==> src/rtl/lsu_mem_ctrl.sv <==
// rtl/lsu_mem_ctrl.sv - load/store unit to single-port data memory controller
module lsu_mem_ctrl #(
    parameter int DATAMEM_ADDR_WIDTH = 16,
    parameter int TIMEOUT_CYCLES     = 15
) (
    input  logic                          clk,
    input  logic                          rst,
    input  logic                          req_valid,
    output logic                          req_ready,
    input  logic [2:0]                    lsuop,
    input  logic [31:0]                   addr,
    input  logic [31:0]                   store_data,
    output logic                          resp_valid,
    output logic [31:0]                   resp_data,
    output logic                          resp_err,
    output logic                          mem_req,
    output logic                          mem_we,
    output logic [3:0]                    mem_be,
    output logic [DATAMEM_ADDR_WIDTH-1:0] mem_addr,
    output logic [31:0]                   mem_wdata,
    input  logic                          mem_ack,
    input  logic [31:0]                   mem_rdata
);

    localparam logic [2:0] OP_LB  = 3'd0;
    localparam logic [2:0] OP_LH  = 3'd1;
    localparam logic [2:0] OP_LW  = 3'd2;
    localparam logic [2:0] OP_LBU = 3'd3;
    localparam logic [2:0] OP_LHU = 3'd4;
    localparam logic [2:0] OP_SB  = 3'd5;
    localparam logic [2:0] OP_SH  = 3'd6;
    localparam logic [2:0] OP_SW  = 3'd7;

    localparam logic [31:0] TMO = TIMEOUT_CYCLES;

    typedef enum logic [1:0] {
        IDLE   = 2'd0,
        ACCESS = 2'd1,
        RESP   = 2'd2
    } state_t;

    state_t                        state;
    logic [2:0]                    op_q;
    logic [DATAMEM_ADDR_WIDTH-1:0] addr_q;
    logic [31:0]                   sdata_q;
    logic [31:0]                   tcnt;

    function automatic logic is_store(input logic [2:0] op);
        return (op == OP_SB) || (op == OP_SH) || (op == OP_SW);
    endfunction

    function automatic logic is_byte(input logic [2:0] op);
        return (op == OP_LB) || (op == OP_LBU) || (op == OP_SB);
    endfunction

    function automatic logic is_half(input logic [2:0] op);
        return (op == OP_LH) || (op == OP_LHU) || (op == OP_SH);
    endfunction

    // Halfword ops need addr[0]=0, word ops need addr[1:0]=0; bytes never misalign.
    function automatic logic misaligned(input logic [2:0] op, input logic [1:0] a);
        logic m;
        m = 1'b0;
        if (is_half(op))
            m = a[0];
        else if (!is_byte(op))
            m = (a != 2'b00);
        return m;
    endfunction

    function automatic logic [3:0] lane_be(input logic [2:0] op, input logic [1:0] a);
        logic [3:0] be;
        if (is_byte(op))
            be = 4'b0001 << a;
        else if (is_half(op))
            be = a[1] ? 4'b1100 : 4'b0011;
        else
            be = 4'b1111;
        return be;
    endfunction

    function automatic logic [31:0] lane_wdata(input logic [2:0] op, input logic [31:0] d);
        logic [31:0] w;
        case (op)
            OP_SB:   w = {4{d[7:0]}};
            OP_SH:   w = {2{d[15:0]}};
            OP_SW:   w = d;
            default: w = 32'd0;
        endcase
        return w;
    endfunction

    function automatic logic [31:0] extract(input logic [2:0] op, input logic [1:0] a,
                                            input logic [31:0] rd);
        logic [7:0]  b;
        logic [15:0] h;
        logic [31:0] r;
        case (a)
            2'd0:    b = rd[7:0];
            2'd1:    b = rd[15:8];
            2'd2:    b = rd[23:16];
            default: b = rd[31:24];
        endcase
        h = a[1] ? rd[31:16] : rd[15:0];
        case (op)
            OP_LB:   r = {{24{b[7]}}, b};
            OP_LBU:  r = {24'd0, b};
            OP_LH:   r = {{16{h[15]}}, h};
            OP_LHU:  r = {16'd0, h};
            OP_LW:   r = rd;
            default: r = 32'd0;
        endcase
        return r;
    endfunction

    // Request acceptance, memory handshake, timeout counting and the one-cycle response.
    always_ff @(posedge clk or posedge rst) begin
        if (rst) begin
            state      <= IDLE;
            op_q       <= 3'd0;
            addr_q     <= '0;
            sdata_q    <= 32'd0;
            tcnt       <= 32'd0;
            resp_valid <= 1'b0;
            resp_data  <= 32'd0;
            resp_err   <= 1'b0;
        end else begin
            case (state)
                IDLE: begin
                    resp_valid <= 1'b0;
                    resp_data  <= 32'd0;
                    resp_err   <= 1'b0;
                    if (req_valid) begin
                        op_q    <= lsuop;
                        addr_q  <= addr[DATAMEM_ADDR_WIDTH-1:0];
                        sdata_q <= store_data;
                        tcnt    <= 32'd0;
                        if (misaligned(lsuop, addr[1:0])) begin
                            state      <= RESP;
                            resp_valid <= 1'b1;
                            resp_err   <= 1'b1;
                        end else begin
                            state <= ACCESS;
                        end
                    end
                end
                ACCESS: begin
                    if (mem_ack) begin
                        state      <= RESP;
                        resp_valid <= 1'b1;
                        resp_err   <= 1'b0;
                        resp_data  <= is_store(op_q) ? 32'd0
                                                     : extract(op_q, addr_q[1:0], mem_rdata);
                    end else if ((TMO != 32'd0) && (tcnt + 32'd1 == TMO)) begin
                        state      <= RESP;
                        resp_valid <= 1'b1;
                        resp_err   <= 1'b1;
                        resp_data  <= 32'd0;
                    end else begin
                        tcnt <= tcnt + 32'd1;
                    end
                end
                RESP: begin
                    state      <= IDLE;
                    resp_valid <= 1'b0;
                    resp_data  <= 32'd0;
                    resp_err   <= 1'b0;
                end
                default: begin
                    state      <= IDLE;
                    resp_valid <= 1'b0;
                    resp_data  <= 32'd0;
                    resp_err   <= 1'b0;
                end
            endcase
        end
    end

    // Memory-side outputs decode the held request and are forced to 0 outside ACCESS.
    always_comb begin
        req_ready = (state == IDLE);
        mem_req   = 1'b0;
        mem_we    = 1'b0;
        mem_be    = 4'b0000;
        mem_addr  = '0;
        mem_wdata = 32'd0;
        if (state == ACCESS) begin
            mem_req   = 1'b1;
            mem_we    = is_store(op_q);
            mem_be    = lane_be(op_q, addr_q[1:0]);
            mem_addr  = {addr_q[DATAMEM_ADDR_WIDTH-1:2], 2'b00};
            mem_wdata = lane_wdata(op_q, sdata_q);
        end
    end

endmodule

==> config.mk <==
export PLATFORM = sky130hd
export DESIGN_NAME = lsu_mem_ctrl
export DESIGN_NICKNAME = d
export VERILOG_FILES = /design/src/rtl/lsu_mem_ctrl.sv
export SDC_FILE = /design/constraint.sdc
export NUM_CORES = 1
export LEC_CHECK = 0
export BUFFER_PORTS_ARGS = -buffer_cell sky130_fd_sc_hd__clkbuf_2
export CORE_UTILIZATION = 48
export DETAILED_ROUTE_END_ITERATION = 6
export GPL_ROUTABILITY_DRIVEN = 0
export PLACE_DENSITY = 0.78
export RECOVER_POWER = 50
export SLEW_MARGIN = 5
export SYNTH_ARGS = -nofsm -noshare
export SYNTH_HDL_FRONTEND = slang
export SYNTH_SLANG_ARGS = --single-unit
==> constraint.sdc <==
create_clock -name clk -period 3.15 [get_ports clk]
set_clock_uncertainty 0.05 [all_clocks]
set_input_delay 0.1575 -clock clk [delete_from_list [all_inputs] [get_ports clk]]
set_output_delay 0.1575 -clock clk [all_outputs]
set_load 0.03 [all_outputs]
==> summary.md, run 1 <==
| Metric | Value |
|---|---|
| Core Footprint | 14000 um2 |
| Main combinational cell family by area after synthesis | simple AND/OR/NAND/NOR gates |
| H-Tree Depth | 4 |
| Endpoint of the most critical register-to-register path | tcnt[12] |
| Final period util | 97.5% |
| Most instantiated flip-flop cell in the synthesis netlist | dfrtp_1 |
| Portion of netlist area occupied by mux cells | 3.23% |
| Fraction of the mapped netlist area in simple logic gates | 27.0% |
| Post-detailed-routing wire length | 22900 um |
| Transition at the pin with the smallest max-transition slack | 2.09 ns |
| Mean instance size in the synthesized netlist | 8.27 um2 |
| Static leakage | 0.00443 uW |
| Number of cells on the worst reg-to-reg path | 11 |
| Fraction of the mapped netlist area in compound gates | 20.1% |
| Setup-failing EPs final | 0 |
| Max_cap viols | 1 |
| Violations in the final reports | max-capacitance violations, max-slew violations |
| Worst-Skew Late Latency | 0.42 ns |
| Synth warn | 0 |
| Overall power of the completed layout | 7600 uW |
| Mean routed wirelength per cell | 17.8 um |
| Number of detailed-routing iterations run before antenna repair | 6 |
| Setup crit end | tcnt[12] |
| Antenna cells | 0 |
| Sink Count | 119 |
| Cell types with the largest area share after synthesis | dfrtp_1 43%, nand2_1 11%, a21oi_1 4.5%, o2bb2ai_1 3.6%, clkbuf_1 2.7% |
| Type of the most critical hold path | in -> reg |
| Endpoints failing hold | 0 |
| Max VDD drop | 0.555 mV |
| Area growth syn-to-layout | 35.7% |
| Adder-cell area share of the yosys netlist | 0.359% |
| Via count of the first global-routing pass | 7214 |
| Combined area of the multi-input logic cells | 3730 um2 |
| Register bit count reported by yosys | 119 |
| Fin. max-slew vios | 47 |
| Total number of vias | 7602 |
| Total Nets Final | 1197 |
| CTS tree | done |
| Most common cell after layout, fill and taps aside | nand2_1 |
| Layout cell share with drive strength beyond 1 | 24.3% |
| Number of rows in the core area | 43 |
| Logic pwr share | 43.4% |
| Final total negative setup slack | 0 ns |
| Vertical die dimension | 122 um |
| Number of antenna violations at the first check in global routing | 0 |
| Async set-or-reset flop fraction in the synthesized netlist | 100% |
| Effective utilization at floorplan | 49.6% |
| Dominant cell type by area after synthesis | dfrtp_1 |
| Status | finished with violations |
| Part of the power in registers | 31.1% |
| Number of distinct library cells after synthesis | 62 |
| GRT Total Usage | 30.5% |
| Pin count of the biggest net entering global routing | 54 |
| Biggest fanout along the worst timing path | 11 |
| DRC violations left | 0 |
| Switching portion of total power | 43.8% |
| Dpl hpwl | 13700 um |
| Startpoint of the worst hold path | mem_rdata[2] |
| Xor/xnor share of the synthesized area | 1.63% |
| Switch Pwr | 3330 uW |
| Number of enable flip-flop cells after synthesis | 0 |
| DRC marker count from the first detailed-route iteration | 775 |
| Root cell of the clock tree | clkbuf_16 |
| Worst reg2reg startpoint | tcnt[0] |
| Final ANT Viol Nets | 0 |
| Synthesized area | 6970 um2 |
| First-pass GRT wire length | 35800 um |
| Endpoint required time on the critical path | 3.39 ns |
| RSZ-0062 raised after global routing | true |
| Synthesized instance count | 842 |
| Final Util | 67.3% |
| CP Launch Point | tcnt[0] |
| Portion of synthesized cell area occupied by the leading cell type | 42.8% |
| Fillers | 1096 |
| Register area share after synthesis | 42.8% |
| Power Dens Cells | 804 nW/um2 |
| CP endpoint kind | register |
| Post-layout min period | 3.07 ns |
| CP arrival | 3.31 ns |
| Clock slew seen by the registers of the worst setup and hold paths | 0.06 ns |
| Fraction of power consumed by the clock network | 25.5% |
| Crit path launch type | register |
| Grt ovf | 0 |
| Number of buffers inserted during clock tree synthesis | 17 |
| DR vias/cell | 5.92 |
| Die area | 15000 um2 |
| Fmax | 326 MHz |
| Area used by sequential logic in the layout | 2980 um2 |
| Die Width | 122 um |
| Most frequent cells in the layout | 202 x nand2_1, 142 x clkbuf_2, 116 x dfrtp_1 |
| Register-to-register setup slack | 0.08 ns |
| Cell Int Power | 4280 uW |
| CTS Buffer Depth | 2 |
| Top-Level Pins | 192 |
| Rel. slew slack | -40.3% |
| WS Path Type | reg -> reg |
| I/O Buffers | 173 |
power groups by stage:
stage	logic [uW]	clock network [uW]	registers [uW]
after floorplan	2260	0	2310
after global placement	3080	0	2340
after detailed placement	3130	0	2360
after CTS	3220	1940	2340
after global routing	3600	2030	2420
final	3300	1940	2360
worst min path at each step:
stage / to / slack [ns] / cells past startpoint
2_1_floorplan: addr_q[0] / 0.21 / 2
3_3_place_gp: addr_q[12] / 0.30 / 3
3_5_place_dp: sdata_q[19] / 0.30 / 3
4_1_cts: resp_data[22] / 0.0004 / 3
5_1_grt: resp_data[18] / 0.005 / 3
6_report: resp_data[2] / 0.01 / 3
kinds of logic (layout without fill, tap and decap cells):
logic type	count (synthesis)	in the layout
simple gates	399	401
fa+ha+maj	2	2
buf+inv	81	340
xor+xnor	13	13
mux	17	17
flops	119	119
compound gates	210	210
other cells	1	2
layer usage:
layer  vias up  part of all wire (%)  GRT usage (%)
met4         0                   2.6           10.7
met2       397                    49           50.2
met5         -                     0              0
li1       3471                     -              -
met3        63                   7.5           6.13
met1      3671                    41           39.8
registers in the layout, summed over array words and instances (netlist names):
| signal | cells |
|---|---|
| state | 2 |
| sdata_q | 32 |
| addr_q | 16 |
| resp_data | 32 |
| tcnt | 32 |
| op_q | 3 |
| resp_valid | 1 |
| resp_err | 1 |
layout make-up:
cell class	count	share of cell area, %
multi-input combinational	645	39.4
sequential	119	31.5
timing repair buffer	294	19.9
clock buffer	20	4.83
tap	180	2.38
clock inverter	11	1.32
inverter	15	0.609
synth_stat cells, types with 8 or more instances:
master / count
nor4_1: 8
o21ai_0: 32
a21oi_1: 63
dfrtp_1: 119
nor3_1: 12
inv_1: 14
nand3_1: 27
a21o_1: 8
nand4_1: 12
nand2_1: 202
a211oi_1: 11
mux2i_1: 9
xnor2_1: 10
and2_1: 26
nand2b_1: 10
clkbuf_1: 50
o2bb2ai_1: 29
or4_1: 9
nor2_1: 50
buf_2: 10
o31ai_1: 11
a221oi_1: 12
a22oi_1: 9
nor2b_1: 12
timing repair:
| action | in CTS | in global routing |
|---|---|---|
| hold buffers | 58 | 1 |
| resized for setup | 0 | 12 |
| buffers inserted | 0 | 9 |
| endpoints found under the hold margin | 100 | 1 |
| setup endpoints to repair | 0 | 46 |
critical path, stage by stage (launching register included):
cell and delay, ns:
dfrtp_1 0.41, nand4_1 0.16, buf_4 0.20, or4_1 0.54
nor3_2 0.19, buf_4 0.15, xnor2_1 0.16, nand2_1 0.16
nor4_4 0.39, buf_4 0.20, nand2b_4 0.24, o31ai_1 0.10
per-stage QoR:
stage | instance area (um2) | hold WS, ns | worst slack (ns) | cells
after floorplan | 6970 | 0.213 | 0.124 | 843
after global placement | 8210 | 0.297 | 0.176 | 1183
after detailed placement | 8210 | 0.299 | 0.122 | 1183
after CTS | 9370 | 0.000436 | 0.0604 | 1272
after global routing | 9450 | 0.00471 | -0.0720 | 1284
final | 9450 | 0.0100 | 0.0788 | 1284
(Power assumes the default switching activity.)
==> run 2, diff against run 1 <==
--- a/config.mk
+++ b/config.mk
@@ -12,4 +12,6 @@
 export PLACE_DENSITY = 0.78
 export RECOVER_POWER = 50
+export REMOVE_ABC_BUFFERS = 1
+export SETUP_SLACK_MARGIN = 0.02
 export SLEW_MARGIN = 5
 export SYNTH_ARGS = -nofsm -noshare
--- a/constraint.sdc
+++ b/constraint.sdc
@@ -3,3 +3,3 @@
 set_input_delay 0.1575 -clock clk [delete_from_list [all_inputs] [get_ports clk]]
 set_output_delay 0.1575 -clock clk [all_outputs]
-set_load 0.03 [all_outputs]
+set_load 0.05 [all_outputs]
==> summary.md, run 2 (synthesis results as in run 1) <==
| Metric | Value |
|---|---|
| Worst hold path stage count | 3 (unchanged) |
| Fin. max-slew vios | 0 (-100%) |
| Rel. slew slack | 0.234% (+41 points) |
| WS Path Type | reg -> out |
| Post-layout min period | 2.99 ns (-0.0793 ns) |
| Core Footprint | 14000 um2 (unchanged) |
| Number of antenna violations at the first check in global routing | 0 (unchanged) |
| Final period util | 95.0% (-2.5 points) |
| Final Util | 67.9% (+0.59 points) |
| Overall power of the completed layout | 8090 uW (+6.4%) |
| Mean routed wirelength per cell | 16.7 um (-6.5%) |
| CP arrival | 2.78 ns (-0.53 ns) |
| Clock slew seen by the registers of the worst setup and hold paths | 0.06 ns (about the same) |
| Worst-Skew Late Latency | 0.42 ns (about the same) |
| Max VDD drop | 0.543 mV (-2.2%) |
| CTS tree | done |
| Violations in the final reports | max-capacitance violations |
| Final ANT Viol Nets | 0 (unchanged) |
| DR vias/cell | 5.83 (-1.6%) |
| DRC violations left | 0 (unchanged) |
| Type of the most critical hold path | in -> reg |
| Most frequent cells in the layout | 202 x nand2_1, 139 x clkbuf_2, 119 x dfrtp_1 |
| Number of detailed-routing iterations run before antenna repair | 7 (+1) |
| Number of rows in the core area | 43 (unchanged) |
| Sink Count | 119 (unchanged) |
| Via count of the first global-routing pass | 6938 (-3.8%) |
| Dpl hpwl | 13700 um (-0.27%) |
| Number of cells on the worst reg-to-reg path | 11 (unchanged) |
| GRT Total Usage | 29.4% (-1.1 points) |
| Layout cell share with drive strength beyond 1 | 23.2% (-1.1 points) |
| Vertical die dimension | 122 um (unchanged) |
| Effective utilization at floorplan | 49.6% (unchanged) |
| Area growth syn-to-layout | 36.9% |
| Biggest fanout along the worst timing path | 26 (+15) |
| Status | finished with violations |
| Die area | 15000 um2 (unchanged) |
| Top-Level Pins | 192 (unchanged) |
| H-Tree Depth | 4 (unchanged) |
| Most common cell after layout, fill and taps aside | nand2_1 |
| Grt ovf | 0 (unchanged) |
| Max_cap viols | 1 (unchanged) |
| Static leakage | 0.00448 uW (+1.2%) |
| Antenna cells | 0 (unchanged) |
| Fmax | 334 MHz (+2.7%) |
| Number of placed instances, taps included | 1188 (+0.42%) |
| Hold slack | 0.00833 ns (-0.00172 ns) |
| First-pass GRT wire length | 34400 um (-3.9%) |
| I/O Buffers | 173 (unchanged) |
| Number of buffers inserted during clock tree synthesis | 17 (unchanged) |
| Endpoint required time on the critical path | 2.94 ns (-0.45 ns) |
| Placement-stage cell area | 8260 um2 (+0.59%) |
| Transition at the pin with the smallest max-transition slack | 1.49 ns (-0.599 ns) |
| Endpoints failing hold | 0 (unchanged) |
| RSZ-0062 raised after global routing | false |
| Total Nets Final | 1199 (+0.17%) |
| Final Instance Area | 9540 um2 (+0.87%) |
| Die Width | 122 um (unchanged) |
| DRC marker count from the first detailed-route iteration | 742 (-4.3%) |
| CP endpoint kind | output port |
| Root cell of the clock tree | clkbuf_16 |
| Top flop regs | resp_data: 32 flops, sdata_q: 32 flops, tcnt: 32 flops |
| Final standard cell count with taps included and fillers excluded | 1287 (+0.23%) |
| Pin count of the biggest net entering global routing | 74 (+37%) |
| CTS Buffer Depth | 2 (unchanged) |
| Crit path launch type | register |
| Total number of vias | 7501 (-1.3%) |
| Post-detailed-routing wire length | 21400 um (-6.2%) |
| Power Dens Cells | 849 nW/um2 (+5.5%) |
| Setup-failing EPs final | 0 (unchanged) |
[run 2: cell types whose count changed in the layout (fill, tap and decap cells not counted), moves of 2 or more]
cell           delta
dfrtp_1           +3
dlygate4sd3_1     +8
nor3_1            +2
dfrtp_2           -3
clkinv_4          -2
bufinv_16         +3
clkbuf_2          -3
inv_6             +2
nor3_2            -2
clkinv_2          -2
clkinvlp_4        +2
buf_4             -3
[run 2: routing by layer]
metal,wire length (um),share of wire (%),global-route usage (%),vias to the layer above
li1,-,-,-,3474
met1,8950,42,39.2,3577
met2,10100,47,46.3,402
met3,1800,8.4,7.48,48
met4,554,2.6,10.6,0
met5,0,0,0,-
[run 2: stage by stage]
step	TNS (ns)	setup WS [ns]
after global routing	0	0.0345
after global placement	0	0.173
after detailed placement	0	0.103
after floorplan	-32.92	-0.337
after CTS	0	0.0819
final	0	0.158
[run 2: path summary, 6_finish.rpt]
check / start / endpoint / slack [ns]
max in group asynchronous: rst / tcnt[29] / 0.56
hold reg to reg: addr_q[8] / addr_q[8] / 0.42
hold / removal: mem_rdata[17] / resp_data[17] / 0.008
setup reg to reg: tcnt[1] / tcnt[14] / 0.19
min in group asynchronous: rst / resp_data[19] / 0.68
setup / recovery: op_q[1] / mem_wdata[0] / 0.16
[run 2: layout make-up]
type,instances,area [um2]
Clock buffer,18,439
Clock inverter,14,220
Fill cell,1020,4510
Inverter,15,56.3
Multi-Input combinational cell,643,3670
Sequential cell,119,2980
Tap cell,180,225
Timing Repair Buffer,298,1950
[run 2: timing repair]
| item | CTS | global route |
|---|---|---|
| hold buffers | 67 | 0 |
| setup endpoints to repair | 0 | 39 |
| gates resized for setup | 0 | 3 |
| setup buffers | 0 | 0 |
| endpoints found under the hold margin | 138 | 0 |
[run 2: critical path, stage by stage (launching register included)]
cell and delay, ns:
dfrtp_1 0.87, buf_4 0.36, nor2_1 0.06, nor2_1 0.51, and2_1 0.26, clkbuf_2 0.30
[run 2: where the power goes]
part	internal (uW)	switching, uW
Clock	1430	753
Sequential	1940	427
Combinational	1140	2390
